File: src/rtl/vga_pkg.sv
// rtl/vga_pkg.sv - shared types, default 640x480@60 timing and RGB332 expansion
// No ports. Imported by vga_timing_gen and vga_frame_reader.
// Build option used by importers: VGA_UPSCALE2X_EN (2x pixel doubling).
package vga_pkg;

  // Default 640x480 timing, horizontal in pixels, vertical in lines.
  localparam int VGA_H_ACTIVE = 640;
  localparam int VGA_H_FP     = 16;
  localparam int VGA_H_SYNC   = 96;
  localparam int VGA_H_BP     = 48;
  localparam int VGA_V_ACTIVE = 480;
  localparam int VGA_V_FP     = 10;
  localparam int VGA_V_SYNC   = 2;
  localparam int VGA_V_BP     = 33;

  // Counter width covers totals up to 4095 pixels / lines.
  localparam int CNT_W = 12;

  typedef struct packed {
    logic [2:0] r;
    logic [2:0] g;
    logic [1:0] b;
  } rgb332_t;

  typedef struct packed {
    logic [7:0] red;
    logic [7:0] green;
    logic [7:0] blue;
  } rgb888_t;

  // Control bits carried alongside the memory read so they line up with q_IO.
  typedef struct packed {
    logic hsync;
    logic vsync;
    logic de;
    logic frame_start;
  } ctl_t;

  localparam ctl_t CTL_IDLE = '{hsync: 1'b1, vsync: 1'b1, de: 1'b0, frame_start: 1'b0};

  // Bit replication spreads each channel over the full 8-bit range,
  // so all-zeros maps to 0x00 and all-ones maps to 0xFF.
  function automatic rgb888_t expand_rgb332(input rgb332_t p);
    rgb888_t o;
    o.red   = {p.r, p.r, p.r[2:1]};
    o.green = {p.g, p.g, p.g[2:1]};
    o.blue  = {p.b, p.b, p.b, p.b};
    return o;
  endfunction

endpackage

File: src/rtl/vga_timing_gen.sv
// rtl/vga_timing_gen.sv - pixel/line counters and raw (undelayed) sync, de, frame_start
// Ports:
//   clk, rst_n (async, active-low), pix_en (pixel-rate strobe)
//   h_cnt, v_cnt        current pixel column / line
//   hsync, vsync        raw active-low sync pulses
//   de                  raw data enable (active area)
//   frame_start         high on the pix_en cycle that processes pixel (0,0)
module vga_timing_gen
  import vga_pkg::*;
#(
  parameter int H_ACTIVE = VGA_H_ACTIVE,
  parameter int H_FP     = VGA_H_FP,
  parameter int H_SYNC   = VGA_H_SYNC,
  parameter int H_BP     = VGA_H_BP,
  parameter int V_ACTIVE = VGA_V_ACTIVE,
  parameter int V_FP     = VGA_V_FP,
  parameter int V_SYNC   = VGA_V_SYNC,
  parameter int V_BP     = VGA_V_BP
) (
  input  logic             clk,
  input  logic             rst_n,
  input  logic             pix_en,
  output logic [CNT_W-1:0] h_cnt,
  output logic [CNT_W-1:0] v_cnt,
  output logic             hsync,
  output logic             vsync,
  output logic             de,
  output logic             frame_start
);

  localparam logic [CNT_W-1:0] H_ACT  = CNT_W'(H_ACTIVE);
  localparam logic [CNT_W-1:0] H_SBEG = CNT_W'(H_ACTIVE + H_FP);
  localparam logic [CNT_W-1:0] H_SEND = CNT_W'(H_ACTIVE + H_FP + H_SYNC - 1);
  localparam logic [CNT_W-1:0] H_LAST = CNT_W'(H_ACTIVE + H_FP + H_SYNC + H_BP - 1);
  localparam logic [CNT_W-1:0] V_ACT  = CNT_W'(V_ACTIVE);
  localparam logic [CNT_W-1:0] V_SBEG = CNT_W'(V_ACTIVE + V_FP);
  localparam logic [CNT_W-1:0] V_SEND = CNT_W'(V_ACTIVE + V_FP + V_SYNC - 1);
  localparam logic [CNT_W-1:0] V_LAST = CNT_W'(V_ACTIVE + V_FP + V_SYNC + V_BP - 1);

  always_ff @(posedge clk or negedge rst_n) begin
    if (!rst_n) begin
      h_cnt <= '0;
      v_cnt <= '0;
    end else if (pix_en) begin
      if (h_cnt == H_LAST) begin
        h_cnt <= '0;
        v_cnt <= (v_cnt == V_LAST) ? '0 : v_cnt + 1'b1;
      end else begin
        h_cnt <= h_cnt + 1'b1;
      end
    end
  end

  assign hsync       = !((h_cnt >= H_SBEG) && (h_cnt <= H_SEND));
  assign vsync       = !((v_cnt >= V_SBEG) && (v_cnt <= V_SEND));
  assign de          = (h_cnt < H_ACT) && (v_cnt < V_ACT);
  assign frame_start = pix_en && (h_cnt == '0) && (v_cnt == '0);

endmodule

File: src/rtl/vga_frame_reader.sv
// rtl/vga_frame_reader.sv - VGA scan-out reading RGB332 pixels from memory
// Ports:
//   clk, rst_n (async, active-low), pix_en (pixel-rate strobe)
//   address_IO   registered byte address of the pixel being fetched
//   q_IO         RGB332 byte returned by memory MEM_LAT cycles later
//   hsync, vsync active-low syncs, delayed to line up with q_IO
//   red/green/blue expanded colour, zero outside the active area
//   de           delayed data enable
//   frame_start  delayed marker of pixel (0,0)
// Build option: VGA_UPSCALE2X_EN reads a half-resolution buffer and doubles each pixel.
module vga_frame_reader
  import vga_pkg::*;
#(
  parameter logic [31:0] BASE_ADDR = 32'h0000_8000,
  parameter int MEM_LAT  = 2,
  parameter int H_ACTIVE = VGA_H_ACTIVE,
  parameter int H_FP     = VGA_H_FP,
  parameter int H_SYNC   = VGA_H_SYNC,
  parameter int H_BP     = VGA_H_BP,
  parameter int V_ACTIVE = VGA_V_ACTIVE,
  parameter int V_FP     = VGA_V_FP,
  parameter int V_SYNC   = VGA_V_SYNC,
  parameter int V_BP     = VGA_V_BP
) (
  input  logic        clk,
  input  logic        rst_n,
  input  logic        pix_en,
  output logic [31:0] address_IO,
  input  logic [7:0]  q_IO,
  output logic        hsync,
  output logic        vsync,
  output logic [7:0]  red,
  output logic [7:0]  green,
  output logic [7:0]  blue,
  output logic        de,
  output logic        frame_start
);

  logic [CNT_W-1:0] h_cnt;
  logic [CNT_W-1:0] v_cnt;
  ctl_t             raw;
  ctl_t             pipe [0:MEM_LAT];
  rgb888_t          colour;
  logic [31:0]      src_x;
  logic [31:0]      src_y;

  vga_timing_gen #(
    .H_ACTIVE(H_ACTIVE), .H_FP(H_FP), .H_SYNC(H_SYNC), .H_BP(H_BP),
    .V_ACTIVE(V_ACTIVE), .V_FP(V_FP), .V_SYNC(V_SYNC), .V_BP(V_BP)
  ) u_timing (
    .clk         (clk),
    .rst_n       (rst_n),
    .pix_en      (pix_en),
    .h_cnt       (h_cnt),
    .v_cnt       (v_cnt),
    .hsync       (raw.hsync),
    .vsync       (raw.vsync),
    .de          (raw.de),
    .frame_start (raw.frame_start)
  );

`ifdef VGA_UPSCALE2X_EN
  localparam logic [31:0] SRC_W = 32'(H_ACTIVE / 2);
  assign src_x = 32'(h_cnt >> 1);
  assign src_y = 32'(v_cnt >> 1);
`else
  localparam logic [31:0] SRC_W = 32'(H_ACTIVE);
  assign src_x = 32'(h_cnt);
  assign src_y = 32'(v_cnt);
`endif

  // Only active pixels issue a new address; blanking keeps the last one.
  always_ff @(posedge clk or negedge rst_n) begin
    if (!rst_n) begin
      address_IO <= BASE_ADDR;
    end else if (pix_en && raw.de) begin
      address_IO <= BASE_ADDR + src_y * SRC_W + src_x;
    end
  end

  // Stage 0 is loaded in the same pix_en cycle as address_IO, so the last
  // stage (MEM_LAT) carries the control bits of the pixel whose colour is
  // being registered in that same cycle.
  always_ff @(posedge clk or negedge rst_n) begin
    if (!rst_n) begin
      for (int i = 0; i <= MEM_LAT; i++) pipe[i] <= CTL_IDLE;
    end else if (pix_en) begin
      pipe[0] <= raw;
      for (int i = 1; i <= MEM_LAT; i++) pipe[i] <= pipe[i-1];
    end
  end

  // The colour register is itself the final stage, so it is gated by the
  // de entering the last control stage, not the one leaving it.
  always_ff @(posedge clk or negedge rst_n) begin
    if (!rst_n) begin
      colour <= '0;
    end else if (pix_en) begin
      colour <= pipe[MEM_LAT-1].de ? expand_rgb332(rgb332_t'(q_IO)) : '0;
    end
  end

  assign hsync       = pipe[MEM_LAT].hsync;
  assign vsync       = pipe[MEM_LAT].vsync;
  assign de          = pipe[MEM_LAT].de;
  assign frame_start = pipe[MEM_LAT].frame_start;
  assign red         = colour.red;
  assign green       = colour.green;
  assign blue        = colour.blue;

endmodule

File: config.mk
export PLATFORM = sky130hd
export DESIGN_NAME = vga_frame_reader
export DESIGN_NICKNAME = d
export VERILOG_FILES = /design/src/rtl/vga_pkg.sv /design/src/rtl/vga_timing_gen.sv /design/src/rtl/vga_frame_reader.sv
export SDC_FILE = /design/constraint.sdc
export NUM_CORES = 1
export LEC_CHECK = 0
export ABC_CLOCK_PERIOD_IN_PS = 5720
export CORE_ASPECT_RATIO = 0.75
export CORE_MARGIN = 2
export CORE_UTILIZATION = 29
export DETAILED_ROUTE_END_ITERATION = 8
export GPL_TIMING_DRIVEN = 0
export PLACE_DENSITY = 0.57
export RECOVER_POWER = 50
export REMOVE_ABC_BUFFERS = 1
export SLEW_MARGIN = 20
export SYNTH_ARGS = -nofsm -noshare
export SYNTH_HDL_FRONTEND = slang
export SYNTH_SLANG_ARGS = --single-unit
File: constraint.sdc
create_clock -name clk -period 5.72 [get_ports clk]
set_input_delay 1.144 -clock clk [delete_from_list [all_inputs] [get_ports clk]]
set_output_delay 1.144 -clock clk [all_outputs]
set_load 0.01 [all_outputs]
## After elaboration in Yosys (flattened, before gate mapping)

Index checks and enable logic that the tools add are counted.

- Register bits after elaboration: 92
- Input port bits: 11
- Output and inout bits: 60

- Add/sub/neg operators: 4
- Multiply operators: 1
- $lt $le $gt $ge: 6
- Equal/unequal tests: 2
- Mux-type cells: 3
- Reductions and logical operators: 11

Operators with widths:

| operator | count |
|---|---|
| $add A12 B1 Y12 const B | 2 |
| $add A23 B12 Y24 | 1 |
| $eq A12 B10 Y1 const B | 2 |
| $logic_not A12 Y1 | 2 |
| $mux W12 | 2 |
| $mux W24 | 1 |
| $add A16 B22 Y23 const A | 1 |
| $mul A12 B3 Y15 const B | 1 |
| $ge A12 B10 Y1 const B | 1 |
| $ge A12 B9 Y1 const B | 1 |
| $le A12 B10 Y1 const B | 1 |
| $le A12 B9 Y1 const B | 1 |
| $lt A12 B10 Y1 const B | 1 |
| $lt A12 B9 Y1 const B | 1 |
| $logic_and A1 B1 Y1 | 6 |
| $logic_not A1 Y1 | 2 |
| $reduce_and A2 Y1 | 1 |

## Depth between registers and ports, before layout

- Word-level depth: 3
- Mapped depth: 13
- Mapped depth without buffers: 13

## Hierarchy

From an unflattened synthesis, not the netlist that was laid out.

- Cell total of the unflattened synthesis: 437
- Area total of the unflattened synthesis: 4266.6 um^2

Modules (own cells, without submodules):

| module | instances | cells each | area an instance (um^2) | sequential area each (um^2) |
|---|---|---|---|---|
| vga_frame_reader | 1 | 295 | 2900.3 | 1084.8 |
| vga_timing_gen | 1 | 142 | 1366.3 | 600.6 |

## Worst setup path after synthesis

OpenSTA, ideal clock, no wires.

- Path kind: register -> register
- Start point: register u_timing.v_cnt[3]
- End point: register address_IO[19]
- Arrival: 3099 ps
- Data required time: 5595 ps
- Path slack: 2496 ps
- Stages on the path, launching flop included: 14
- Path buffers: 0
- Cell sequence: dfrtp_1 -> ha_1 -> ha_1 -> inv_1 -> fa_1 -> inv_1 -> ha_1 -> o21ai_0 -> a21oi_1 -> o21a_1 -> a31o_1 -> or3b_1 -> xor2_1 -> mux2_2

- Longest elaborated chain between the ends: 3
- Elaborated cells between the ends (all ways): 6
- Classes of those cells: add/sub (2); mul (1); order compare (1); reduce/logical (2)

Ends and longest elaborated chain:

| what | RTL line | text |
|---|---|---|
| from (decl) | vga_timing_gen.sv:24 | `output logic [CNT_W-1:0] v_cnt,` |
| from (signal assigned) | vga_timing_gen.sv:47 | `v_cnt <= (v_cnt == V_LAST) ? '0 : v_cnt + 1'b1;` |
| $mul A12 B3 Y15 or $lt A12 B9 Y1 (tied branches) | vga_frame_reader.sv:77, vga_timing_gen.sv:56 |  |
| $add A16 B22 Y23 or $logic_and A1 B1 Y1 (tied branches) | vga_frame_reader.sv:77, vga_timing_gen.sv:56 |  |
| $add A23 B12 Y24 or $logic_and A1 B1 Y1 (tied branches) | vga_frame_reader.sv:77, vga_frame_reader.sv:76 |  |
| to (signal assigned) | vga_frame_reader.sv:77 | `address_IO <= BASE_ADDR + src_y * SRC_W + src_x;` |
| to (decl) | vga_frame_reader.sv:28 | `output logic [31:0] address_IO,` |

Parallel ways exist; a longest one is shown, timed or not.
A chain may end at the register's enable or synchronous reset.

## Worst setup path in the final report

- Start point: input port pix_en
- End point: register u_timing.v_cnt[9]

- Longest elaborated chain between the ends: 1

Ends and longest elaborated chain:

| what | RTL line | text |
|---|---|---|
| from (decl) | vga_frame_reader.sv:27 | `input logic pix_en,` |
| $reduce_and A2 Y1 (no source line) | -- |  |

Every way passes these cells.

==> metrics <==
most frequent cells after synthesis=60 x dfrtp_1, 32 x inv_1, 29 x ha_1, 27 x nand2_1, 25 x buf_4; Avg WL per Cell=approximately 14 um; CTS Sinks=67; Synth area leaders=dfrtp_1 37%, ha_1 8.8%, buf_4 4.6%; grt met2 use=a little under a fifth; initial antenna violation count=0; fmax=roughly 250 MHz; worst vdd ir=around 0.13 mV; Pwr Total=about 1.2 mW; critical path type=in -> reg; Port Buffers=61; Post-Syn Area=4100 sq um; initial drt markers=148; fin util=a little under two fifths; Synth area leader=dfrtp_1; post-detail-place hpwl=about 6500 um; fraction of layout cells with a size suffix above 1=between 10% and 20%; via-per-instance ratio=4.82; Arrival @ worst endpoint=4.21 ns; CTS tree=yes; TritonRoute pass-1 iters=4; Slew @ Worst Pin=around 1.5 ns; post-synthesis sequential area ratio=41.1%; synthesized flop and latch total=67; RSZ-0062 raised after global routing=false; final setup fails=0; Crit path required time=approximately 5.9 ns; ys async rst share=100%; Post-CTS Setup Bufs=0; fin. max-slew vios=0; hold_buf cts=0; htree depth=3; io pins=slightly above 70; # rows=37; Leak=between 2 and 2.5 nW; Tot GR Track Use=12.3%; run status=finished, final reports clean; count leader, synth=dfrtp_1; Post-route DRC=0; Clk Latency, worst-skew pair=0.34 ns; worst-path fanout max=37; GRT overflow=0; Root Driver=clkbuf_16; Yosys cell types=between 60 and 70; Post-Syn Instances=419; fillcell total=1,350; Gates resized, CTS repair=0; clk buf depth=2; share of the synthesized area in the top cell type=a little over a third; Initial Util=just under 30%; endpoints failing hold=0; Clk pwr share=between 40% and 50%; Slew headroom=under 10%; Worst setup EP type=flip-flop; vias in the first global route=3,067; total CTS buffers=9; Die Ht=about 110 um; Reg power frac=45.6%; min Tclk post-route=~4.0 ns; Final nets=503; gr busiest metal=met2; gpl congestion=roughly 0.84; first-pass GRT wire length=between 10,000 and 15,000 um; Core Region=13,700 sq um; Setup TNS=0 ns; M1 GR Usage=about 17%; R2R setup slack=about 2.1 ns; Post-Route WL=a little under 9000 um; pwr dens=230 nW/um^2; Routed Antenna Nets=0; Syn. warnings=0; MaxCap Viol Count=0; clk slew on worst S/H paths=0.06 ns; largest net degree at the start of global routing=between 40 and 50; ant diodes=0; die area=~15,000 sq um; Power Internal=about 860 uW; combinational fraction of design power=6.0%; switching power=297 uW; Avg Inst Size Synth=approximately 10 sq um; Net Sw Frac=between 20% and 30%; met3 Usage GRT=2.99%; Post-synth EDFFs=0; worst min-delay path class=reg -> reg; via count=between 3k and 4k; Chip Width=141 um; prevailing post-synth register cell=dfrtp_1; fin crit share=a little over two thirds; Layout area overhead=23.0%; clock skew=about 0.006 ns; startpoint type of the worst setup path=input port
cell usage in the layout (no fill, tap or decap), types with 3 or more instances in the layout:
cell type	synthesis	final
nand3_1	22	22
and3_1	5	5
inv_1	32	32
o21ai_0	20	20
ha_1	29	29
xor2_1	13	13
o21ai_1	13	13
nor2_1	22	22
nor3_1	5	5
nor4_1	4	4
dfstp_2	7	7
clkdlybuf4s50_1	0	58
nand4_1	11	11
xnor2_1	14	14
nand2b_1	5	5
dfrtp_1	60	60
conb_1	1	9
mux2_1	3	3
a21o_1	6	6
o22ai_1	3	3
a21oi_1	13	13
mux2_2	15	15
clkbuf_16	0	9
nor4b_1	3	3
nand2_1	27	27
path summary, 6_finish.rpt:
path	depth (start not counted)	startpoint	end
worst max-delay path	7	pix_en	u_timing.v_cnt[9]$_DFFE_PN0P_
worst max register to register	13	u_timing.v_cnt[3]$_DFFE_PN0P_	address_IO[19]$_DFFE_PN0P_
worst min-delay path	1	address_IO[21]$_DFFE_PN0P_	address_IO[21]$_DFFE_PN0P_
worst min register to register	1	address_IO[21]$_DFFE_PN0P_	address_IO[21]$_DFFE_PN0P_
min in group asynchronous	1	rst_n	address_IO[21]$_DFFE_PN0P_
max in group asynchronous	2	rst_n	vsync$_DFFE_PN1P_
critical path: stages:
cell and delay [ns]:
clkbuf_1 1.06, nand4_1 0.49, nor2_1 0.83, nand4_1 0.29
nor2_1 0.20, xnor2_1 0.13, a21oi_1 0.05
metrics by stage:
stage	hold WS (ns)	setup slack (ns)	instances	area, sq um
after floorplan	0.465	2.49	386	3880
after global placement	0.461	0.556	622	4710
after detailed placement	0.477	2.02	625	4750
after CTS	0.491	2.13	641	5050
after global routing	0.502	1.26	641	5050
final	0.483	1.68	641	5050
per-layer routing:
metal / vias to the layer above / part of all wire, % / wire length, um
met5: - / 0 / 0
met4: 0 / 1.6 / 143
li1: 1528 / - / -
met2: 78 / 43 / 3770
met3: 12 / 5.0 / 441
met1: 1474 / 51 / 4510
logic make-up (layout without fill, tap and decap cells):
family	Yosys count	count (layout)	share of synthesized area (%)
flops	67	67	41.1
xor+xnor	27	27	5.76
compound gates	84	84	13.9
mux	20	20	5.43
other cells	1	9	0.0914
buf+inv	73	112	9.15
simple gates	116	116	14.7
fa+ha+maj	31	31	9.82
sequential cells by signal, indices dropped and copies added, names as in the netlist:
signal and count:
red 3, frame_start 1, hsync 1, vsync 1, blue 2, address_IO 23
pipe 8, u_timing.h_cnt 12, de 1, green 3, u_timing.v_cnt 12
power by group through the flow:
stage / logic (mW) / clock network (mW) / registers (mW)
floorplan: 0.0419 / 0 / 0.526
global placement: 0.0671 / 0 / 0.534
detailed placement: 0.0717 / 0 / 0.537
CTS: 0.0722 / 0.577 / 0.528
global route: 0.0814 / 0.600 / 0.534
finish: 0.0701 / 0.561 / 0.528
final cells by class:
class,count,area [sq um],share of cell area [%]
multi-input combinational,287,2070,41.1
tap,175,219,4.34
timing repair buffer,64,648,12.8
inverter,32,120,2.38
sequential,67,1690,33.4
clock buffer,9,225,4.46
clock inverter,7,76.3,1.51
No activity file was read; power rests on OpenSTA's default activity.
